$ cat src/rtl/machine_mode_types_1_12_pkg.sv
// Machine-mode CSR and trap types shared by the priv block.
// Holds the standard exception/interrupt cause codes, the trap sequencer
// state encoding and the mcause base code used by RISC-MGMT extensions.
package machine_mode_types_1_12_pkg;

  // RISC-MGMT extension 0 reports this mcause code; extension N uses base+N,
  // which keeps all extension causes inside the custom 24..31 range.
  localparam int RMGMT_CAUSE_BASE = 24;

  typedef enum logic [4:0] {
    EX_INSN_MAL    = 5'd0,
    EX_INSN_FAULT  = 5'd1,
    EX_ILLEGAL     = 5'd2,
    EX_BREAKPOINT  = 5'd3,
    EX_LOAD_MAL    = 5'd4,
    EX_LOAD_FAULT  = 5'd5,
    EX_STORE_MAL   = 5'd6,
    EX_STORE_FAULT = 5'd7,
    EX_ECALL_M     = 5'd11
  } exc_code_t;

  typedef enum logic [4:0] {
    INT_SOFT_M  = 5'd3,
    INT_TIMER_M = 5'd7,
    INT_EXT_M   = 5'd11
  } int_code_t;

  typedef enum logic [1:0] {
    TRAP_IDLE,
    TRAP_DRAIN,
    TRAP_COMMIT,
    TRAP_RET_DRAIN
  } trap_state_t;

endpackage

$ cat src/rtl/prv_trap_prio.sv
// Combinational trap prioritiser.
// Turns the raw exception flags and the already-enabled interrupt pending
// lines into a single {valid, is_int, code} selection. Any exception beats
// any interrupt.
// Ports:
//   exception flags, ex_rmgmt/ex_rmgmt_cause  - exception sources
//   ext_pend, soft_pend, timer_pend           - enabled, pending interrupts
//   valid, is_int, code                       - selected trap
//   no_tval                                   - selected trap reports mtval=0
module prv_trap_prio
  import machine_mode_types_1_12_pkg::*;
#(
  parameter int CW               = 1,
  parameter int RMGMT_CAUSE_BASE = 24
) (
  input  logic          fault_insn,
  input  logic          mal_insn,
  input  logic          illegal_insn,
  input  logic          fault_l,
  input  logic          mal_l,
  input  logic          fault_s,
  input  logic          mal_s,
  input  logic          breakpoint,
  input  logic          env_m,
  input  logic          ex_rmgmt,
  input  logic [CW-1:0] ex_rmgmt_cause,
  input  logic          ext_pend,
  input  logic          soft_pend,
  input  logic          timer_pend,
  output logic          valid,
  output logic          is_int,
  output logic [4:0]    code,
  output logic          no_tval
);

  always_comb begin
    valid   = 1'b1;
    is_int  = 1'b0;
    code    = 5'd0;
    no_tval = 1'b0;
    if (breakpoint)        code = EX_BREAKPOINT;
    else if (fault_insn)   code = EX_INSN_FAULT;
    else if (illegal_insn) code = EX_ILLEGAL;
    else if (mal_insn)     code = EX_INSN_MAL;
    else if (env_m) begin
      code    = EX_ECALL_M;
      no_tval = 1'b1;
    end
    else if (mal_l)        code = EX_LOAD_MAL;
    else if (fault_l)      code = EX_LOAD_FAULT;
    else if (mal_s)        code = EX_STORE_MAL;
    else if (fault_s)      code = EX_STORE_FAULT;
    else if (ex_rmgmt) begin
      code    = 5'(RMGMT_CAUSE_BASE) + 5'(ex_rmgmt_cause);
      no_tval = 1'b1;
    end
    else if (ext_pend | soft_pend | timer_pend) begin
      // Interrupts never carry a trap value.
      is_int  = 1'b1;
      no_tval = 1'b1;
      if (ext_pend)       code = INT_EXT_M;
      else if (soft_pend) code = INT_SOFT_M;
      else                code = INT_TIMER_M;
    end
    else begin
      valid   = 1'b0;
    end
  end

endmodule

$ cat src/rtl/prv_trap_ctrl.sv
// Trap sequencer for the priv block.
// Detects exceptions/interrupts (and MRET), holds a flush request to the
// hazard unit until the pipeline is drained, then issues one cycle of CSR
// write strobes and a fetch redirect.
// Ports:
//   CLK, nRST                 - clock, synchronous active-low reset
//   exception/interrupt flags - from hazard unit and interrupt lines
//   ret, pipe_clear           - MRET at commit, pipeline drained
//   epc, badaddr              - captured into mepc/mtval on detection
//   mtvec, mepc_r             - current CSR values for redirect targets
//   intr, insert_pc, priv_pc  - flush request and redirect to hazard unit
//   m*_wen, mcause, mepc_wdata, mtval, trap_push, ret_pop - CSR file updates
module prv_trap_ctrl
  import machine_mode_types_1_12_pkg::*;
#(
  parameter int NUM_EXT          = 1,
  parameter int RMGMT_CAUSE_BASE = machine_mode_types_1_12_pkg::RMGMT_CAUSE_BASE,
  localparam int CW              = (NUM_EXT > 1) ? $clog2(NUM_EXT) : 1
) (
  input  logic          CLK,
  input  logic          nRST,
  input  logic          fault_insn,
  input  logic          mal_insn,
  input  logic          illegal_insn,
  input  logic          fault_l,
  input  logic          mal_l,
  input  logic          fault_s,
  input  logic          mal_s,
  input  logic          breakpoint,
  input  logic          env_m,
  input  logic          ex_rmgmt,
  input  logic [CW-1:0] ex_rmgmt_cause,
  input  logic          ret,
  input  logic          pipe_clear,
  input  logic [31:0]   epc,
  input  logic [31:0]   badaddr,
  input  logic          timer_int,
  input  logic          soft_int,
  input  logic          ext_int,
  input  logic          mstatus_mie,
  input  logic          mie_mtie,
  input  logic          mie_msie,
  input  logic          mie_meie,
  input  logic [31:0]   mtvec,
  input  logic [31:0]   mepc_r,
  output logic          intr,
  output logic          insert_pc,
  output logic [31:0]   priv_pc,
  output logic          mcause_wen,
  output logic [31:0]   mcause,
  output logic          mepc_wen,
  output logic [31:0]   mepc_wdata,
  output logic          mtval_wen,
  output logic [31:0]   mtval,
  output logic          trap_push,
  output logic          ret_pop
);

  trap_state_t state_q, state_d;
  logic [4:0]  code_q, code_d;
  logic        is_int_q, is_int_d;
  logic [31:0] epc_q, epc_d;
  logic [31:0] tval_q, tval_d;

  logic        trap_valid;
  logic        trap_is_int;
  logic [4:0]  trap_code;
  logic        trap_no_tval;
  logic [31:0] trap_base;

  prv_trap_prio #(
    .CW               (CW),
    .RMGMT_CAUSE_BASE (RMGMT_CAUSE_BASE)
  ) u_prio (
    .fault_insn     (fault_insn),
    .mal_insn       (mal_insn),
    .illegal_insn   (illegal_insn),
    .fault_l        (fault_l),
    .mal_l          (mal_l),
    .fault_s        (fault_s),
    .mal_s          (mal_s),
    .breakpoint     (breakpoint),
    .env_m          (env_m),
    .ex_rmgmt       (ex_rmgmt),
    .ex_rmgmt_cause (ex_rmgmt_cause),
    .ext_pend       (mstatus_mie & ext_int & mie_meie),
    .soft_pend      (mstatus_mie & soft_int & mie_msie),
    .timer_pend     (mstatus_mie & timer_int & mie_mtie),
    .valid          (trap_valid),
    .is_int         (trap_is_int),
    .code           (trap_code),
    .no_tval        (trap_no_tval)
  );

  always_ff @(posedge CLK) begin
    if (!nRST) begin
      state_q  <= TRAP_IDLE;
      code_q   <= 5'd0;
      is_int_q <= 1'b0;
      epc_q    <= 32'd0;
      tval_q   <= 32'd0;
    end else begin
      state_q  <= state_d;
      code_q   <= code_d;
      is_int_q <= is_int_d;
      epc_q    <= epc_d;
      tval_q   <= tval_d;
    end
  end

  assign trap_base  = {mtvec[31:2], 2'b00};
  assign mcause     = {is_int_q, 26'd0, code_q};
  assign mepc_wdata = epc_q;
  assign mtval      = tval_q;

  // Outputs decode only the registered state plus pipe_clear, so exception
  // inputs never reach the hazard unit combinationally. For the same reason
  // an MRET whose pipe_clear arrives alongside a new trap completes first;
  // the trap is then taken from IDLE.
  always_comb begin
    state_d    = state_q;
    code_d     = code_q;
    is_int_d   = is_int_q;
    epc_d      = epc_q;
    tval_d     = tval_q;
    intr       = 1'b0;
    insert_pc  = 1'b0;
    priv_pc    = 32'd0;
    mcause_wen = 1'b0;
    mepc_wen   = 1'b0;
    mtval_wen  = 1'b0;
    trap_push  = 1'b0;
    ret_pop    = 1'b0;

    unique case (state_q)
      TRAP_IDLE: begin
        if (trap_valid) begin
          state_d = TRAP_DRAIN;
        end else if (ret) begin
          state_d = TRAP_RET_DRAIN;
        end
      end
      TRAP_DRAIN: begin
        intr = 1'b1;
        if (pipe_clear) state_d = TRAP_COMMIT;
      end
      TRAP_COMMIT: begin
        intr       = 1'b1;
        insert_pc  = 1'b1;
        mcause_wen = 1'b1;
        mepc_wen   = 1'b1;
        mtval_wen  = 1'b1;
        trap_push  = 1'b1;
        priv_pc    = (is_int_q && mtvec[1:0] == 2'b01)
                     ? trap_base + {25'd0, code_q, 2'b00} : trap_base;
        state_d    = TRAP_IDLE;
      end
      TRAP_RET_DRAIN: begin
        if (pipe_clear) begin
          insert_pc = 1'b1;
          ret_pop   = 1'b1;
          priv_pc   = {mepc_r[31:2], 2'b00};
          state_d   = TRAP_IDLE;
        end else if (trap_valid) begin
          state_d = TRAP_DRAIN;
        end
      end
      default: state_d = TRAP_IDLE;
    endcase

    // Capture happens only on the transition into DRAIN; afterwards the
    // latched cause/epc/tval stay frozen until the next trap.
    if (state_d == TRAP_DRAIN && state_q != TRAP_DRAIN) begin
      code_d   = trap_code;
      is_int_d = trap_is_int;
      epc_d    = epc;
      tval_d   = trap_no_tval ? 32'd0 : badaddr;
    end
  end

endmodule

$ cat config.mk
export PLATFORM = sky130hd
export DESIGN_NAME = prv_trap_ctrl
export DESIGN_NICKNAME = d
export VERILOG_FILES = /design/src/rtl/machine_mode_types_1_12_pkg.sv /design/src/rtl/prv_trap_prio.sv /design/src/rtl/prv_trap_ctrl.sv
export SDC_FILE = /design/constraint.sdc
export NUM_CORES = 1
export LEC_CHECK = 0
export CAP_MARGIN = 25
export CORE_MARGIN = 4
export CORE_UTILIZATION = 40
export CTS_BUF_LIST = sky130_fd_sc_hd__clkbuf_4 sky130_fd_sc_hd__clkbuf_8
export CTS_CLUSTER_SIZE = 40
export DETAILED_ROUTE_END_ITERATION = 10
export GPL_ROUTABILITY_DRIVEN = 0
export HOLD_SLACK_MARGIN = 0.15
export PLACE_DENSITY = 0.95
export SETUP_SLACK_MARGIN = 0.1
export SLEW_MARGIN = 20
export SYNTH_ARGS = -nofsm -noshare
export SYNTH_HDL_FRONTEND = slang
export SYNTH_SLANG_ARGS = --single-unit
$ cat constraint.sdc
create_clock -name CLK -period 4.8 [get_ports CLK]
set_input_delay 0.96 -clock CLK [delete_from_list [all_inputs] [get_ports CLK]]
set_output_delay 0.96 -clock CLK [all_outputs]
set_load 0.05 [all_outputs]
; Word level (Yosys, flattened, before mapping)
; Cells that the tools add are included.
[classes]
addsub = 2
n_eq_ne = 6
muxes = 58
bitwise_logic = 8
n_reduce_logical = 4
[ops]
columns = cell, n
row1 = 32-bit 2-to-1 mux, 3
row2 = 32-bit case mux with 2 select lines, 1
row3 = 5-bit 2-to-1 mux, 12
row4 = 1-bit 2-to-1 mux, 34
row5 = 32-bit by 7-bit adder with 32-bit output, 1
row6 = 2-bit 2-to-1 mux, 5
row7 = 2-bit case mux with 4 select lines, 1
row8 = 1-bit bitwise AND, 6
row9 = 2-bit by 1-bit == test with 1-bit output (second input constant), 3
row10 = 4-bit by 2-bit adder with 5-bit output (first input constant), 1
row11 = 2-bit == test (second input constant), 2
row12 = 3-bit 2-to-1 mux, 1
row13 = 1-bit logical AND, 2
row14 = 2-bit zero test, 1
row15 = 2-bit by 1-bit inequality test with 1-bit output (second input constant), 1
row16 = 1-bit bitwise OR, 2
row17 = 1-bit case mux with 2 select lines, 1
row18 = 2-bit OR reduction, 1
[totals]
ff_bits = 72
output_inout_bits = 135
elab_cells = 83

; Depth between registers and ports, before layout
[depth]
depth_word = 20
depth_mapped = 9
mapped_depth_nobuf = 8

; Hierarchy
; From an unflattened synthesis, not the netlist that was laid out.
[unflattened]
hier_cells = 666
hier_area_um2 = 5187.5
[by_module_without_submodules]
columns = module, n_inst, cells_per_inst, area_per_inst_um2, seq_area_each_um2
row1 = prv_trap_ctrl, 1, 632, 4987.3, 1441.4
row2 = prv_trap_prio, 1, 34, 200.2, 0.0

; Worst setup path after synthesis
; Ideal clock, no wire load.
[synth_path]
path_type = input to output
start = in mtvec[2]
end = out priv_pc[24]
t_arrival_ns = 2.924
required_time_ns = 3.840
setup_slack_ns = 0.916
path_stages = 9
n_path_buf = 1
cell_sequence = ha_1 -> inv_1 -> fa_1 -> nor2b_1 -> o31a_1 -> clkbuf_1 -> o2111ai_1 -> xnor2_1 -> a22o_1
[synth_via]
elab_chain_cells = 3
[synth_lines]
columns = element, line
row1 = "start, declared", prv_trap_ctrl.sv:44  ; input logic [31:0] mtvec,
row2 = 32-bit by 7-bit adder with 32-bit output, prv_trap_ctrl.sv:155  ; ? trap_base + {25'd0, code_q, 2'b00} : trap_base;
row3 = 32-bit 2-to-1 mux, prv_trap_ctrl.sv:155
row4 = 32-bit case mux with 2 select lines, prv_trap_ctrl.sv:135  ; unique case (state_q)
row5 = "end, declared", prv_trap_ctrl.sv:48  ; output logic [31:0] priv_pc,
; Every way passes these cells.

; Final worst setup path
[layout_path]
start = in mtvec[1]
end = out priv_pc[30]
[layout_via]
elab_chain_cells = 4
[layout_lines]
columns = element, line
row1 = 2-bit by 1-bit == test with 1-bit output, prv_trap_ctrl.sv:154  ; priv_pc = (is_int_q && mtvec[1:0] == 2'b01)
row2 = 1-bit logical AND, prv_trap_ctrl.sv:154
row3 = 32-bit 2-to-1 mux, prv_trap_ctrl.sv:155
row4 = 32-bit case mux with 2 select lines, prv_trap_ctrl.sv:135
; Every way passes these cells.

==> results.cfg <==
[place]
io_buffer_count = 254
preCtsSetupSlack_ns = 0.266
hpwl_um = 13100

[yosys]
ys_types = 54
synth_top_area_cell = dfxtp_1
ys_ff_latch = 72
yosysSeqAreaShare_pct = 34.8
async_flop_share_pct = 0
synth_edf_count = 0
ys_warn_count = 0
syn_area_mm2 = 0.00414
synth_top_area_share_pct = 34.8
synthTopCellsByArea = dfxtp_1 35%, a22o_1 12%, nand2_1 7.7%
avgSynthCellArea_um2 = 8.46
syn_inst = 489
synth_flop_cell = dfxtp_1

[cts]
postCtsSetupBuffers = 0
cts.clk_slew.worst_paths_ns = 0.08
cts.root.buffer_cell = clkbuf_8
cts_made_buffers = 9
cts_tree = done
htree_levels = 3
clock_latency_ns = 0.34
cts_sinks = 72
clock_path_buffers = 2

[job]
cap_violations = 0

[timing]
max_freq_mhz = 228
tns_ns = 0
final.period_utilization_pct = 91.5
holdWs_ns = 0.455
rsz0062_at_grt = false
fin_crit_ns = 4.39
drv_slew = 0
clock_skew_ns = 0.00872
layout_setup_ws_ns = 0.407
final_hold_viol_count = 0
relSlewSlack_pct = 45.2
worstMarginPinSlew_ns = 0.816
setup_viol_count_final = 0

[grt]
grt_use_total_pct = 26.4
antenna_found_initial = 0
grt_max_degree = 41
grt_pass1_vias = 4865
grt_first_pass_wirelength_um = 24900
grt_overflow = 0

[drt]
wl_per_cell_um = 19.0
drc_errors = 0
ant_nets = 0
routed_via_density = 5.38
routed_wl_um = 16400
drt_iter0_drc = 270
firstDrtPassIters = 6
vias = 4656

[worst_hold_path]
hold_depth = 2
holdCritPathClass = flop to flop

[outcome]
status = complete, no violations

[layout]
final.fill_count = 703
final_common_cell = clkdlybuf4s50_1
final_core_util_pct = 70.8
register_area_mm2 = 0.00144
multi_input_area_mm2 = 0.00233
area_growth_pct = 69.4
nets = 888
num_antenna_cells = 0
layout_common_cells = 228 x clkdlybuf4s50_1, 85 x nand2_1, 72 x dfxtp_1
drive_above_1_share_pct = 9.28

[pwr]
power.density_mw_per_mm2 = 270
cellLeakagePower_nw = 2.71
p_total_mw = 1.89
ir_drop_v = 0.000223

[setup_path]
startpoint_type = input port
crit_path_max_fanout = 12
path_class = input port to output port
required_ns = 3.84
cp.arrival_ns = 3.43
crit_path_end_kind = output port
rr_worst_depth = 8

[floorplanning]
ios = 285
row_count = 36
die_w_um = 110
core_mm2 = 0.00991
die_area_mm2 = 0.0120
start_util_pct = 41.8
fp.dieH_um = 110
[sequential cells by signal (all words and copies together), names as in the netlist]
register    count
mtval          32
mepc_wdata     32
code_q          5
is_int_q        1
state_q         2
[synth_stat cells (9+ instances only)]
cell	count
xnor2_1	20
nand3_1	19
nand2_1	85
nor2_1	14
a22o_1	57
ha_1	9
dfxtp_1	72
buf_4	32
o21ai_0	9
inv_1	20
a21oi_1	45
clkbuf_1	16
[metrics by stage]
step / area (µm²) / cells
after floorplan: 4240 / 516
after global placement: 6780 / 849
after detailed placement: 6800 / 850
after CTS: 7010 / 866
after global routing: 7010 / 866
final: 7010 / 866
[what timing repair did]
item | in CTS | in global routing
setup endpoints to repair | 0 | 1
gates resized for setup | 0 | 1
hold buffers | 0 | 0
[area by class of cell]
cell class,count,area share (%)
inverter,20,1.07
clock buffer,11,2.16
sequential,72,20.6
clock inverter,5,0.874
tap,133,2.37
timing repair buffer,263,39.8
multi-input combinational,362,33.2
[layer usage]
layer  part of all wire [%]  wire length (µm)  vias up  global-route usage (%)
li1                       -                 -     2184                       -
met1                     34              5600     2169                    27.0
met2                     52              8610      247                    48.9
met3                    9.7              1590       56                    8.22
met4                    3.8               632        0                    11.8
met5                      0                 0        -                       0
[worst paths after layout]
| kind | from | slack, ns | endpoint |
|---|---|---|---|
| max | mtvec[1] | 0.41 | priv_pc[30] |
| max reg2reg | state_q[0]$_SDFF_PN0_ | 2.18 | mtval[4]$_SDFFE_PN0P_ |
| min reg2reg | mepc_wdata[4]$_SDFFE_PN0P_ | 0.45 | mepc_wdata[4]$_SDFFE_PN0P_ |
| min | mepc_wdata[4]$_SDFFE_PN0P_ | 0.45 | mepc_wdata[4]$_SDFFE_PN0P_ |
[power by group]
group          switching, mW  internal (mW)  total, mW  leakage, nW
registers             0.0318          0.648      0.680        0.592
clock network          0.246          0.273      0.518        0.110
logic                  0.424          0.272      0.696         2.01
total                  0.702           1.19       1.89         2.71
[critical path: stages]
cell	delay, ns
clkdlybuf4s50_1	0.43
nand3b_2	0.26
buf_4	0.21
nor4_2	0.69
o2111ai_1	0.25
xnor2_1	0.25
a22o_1	0.22
buf_12	0.15
[cells by family after synthesis]
logic type | Yosys count | share of synthesized area [%]
buffers and inverters | 82 | 11.8
other | 1 | 0.0906
adder cells (fa/ha/maj) | 10 | 3.20
flip-flops | 72 | 34.8
XOR/XNOR | 22 | 4.66
AND/OR/NAND/NOR | 152 | 18.7
AO/OA/AOI/OAI | 150 | 26.7
Power figures use the tool's default switching activity.
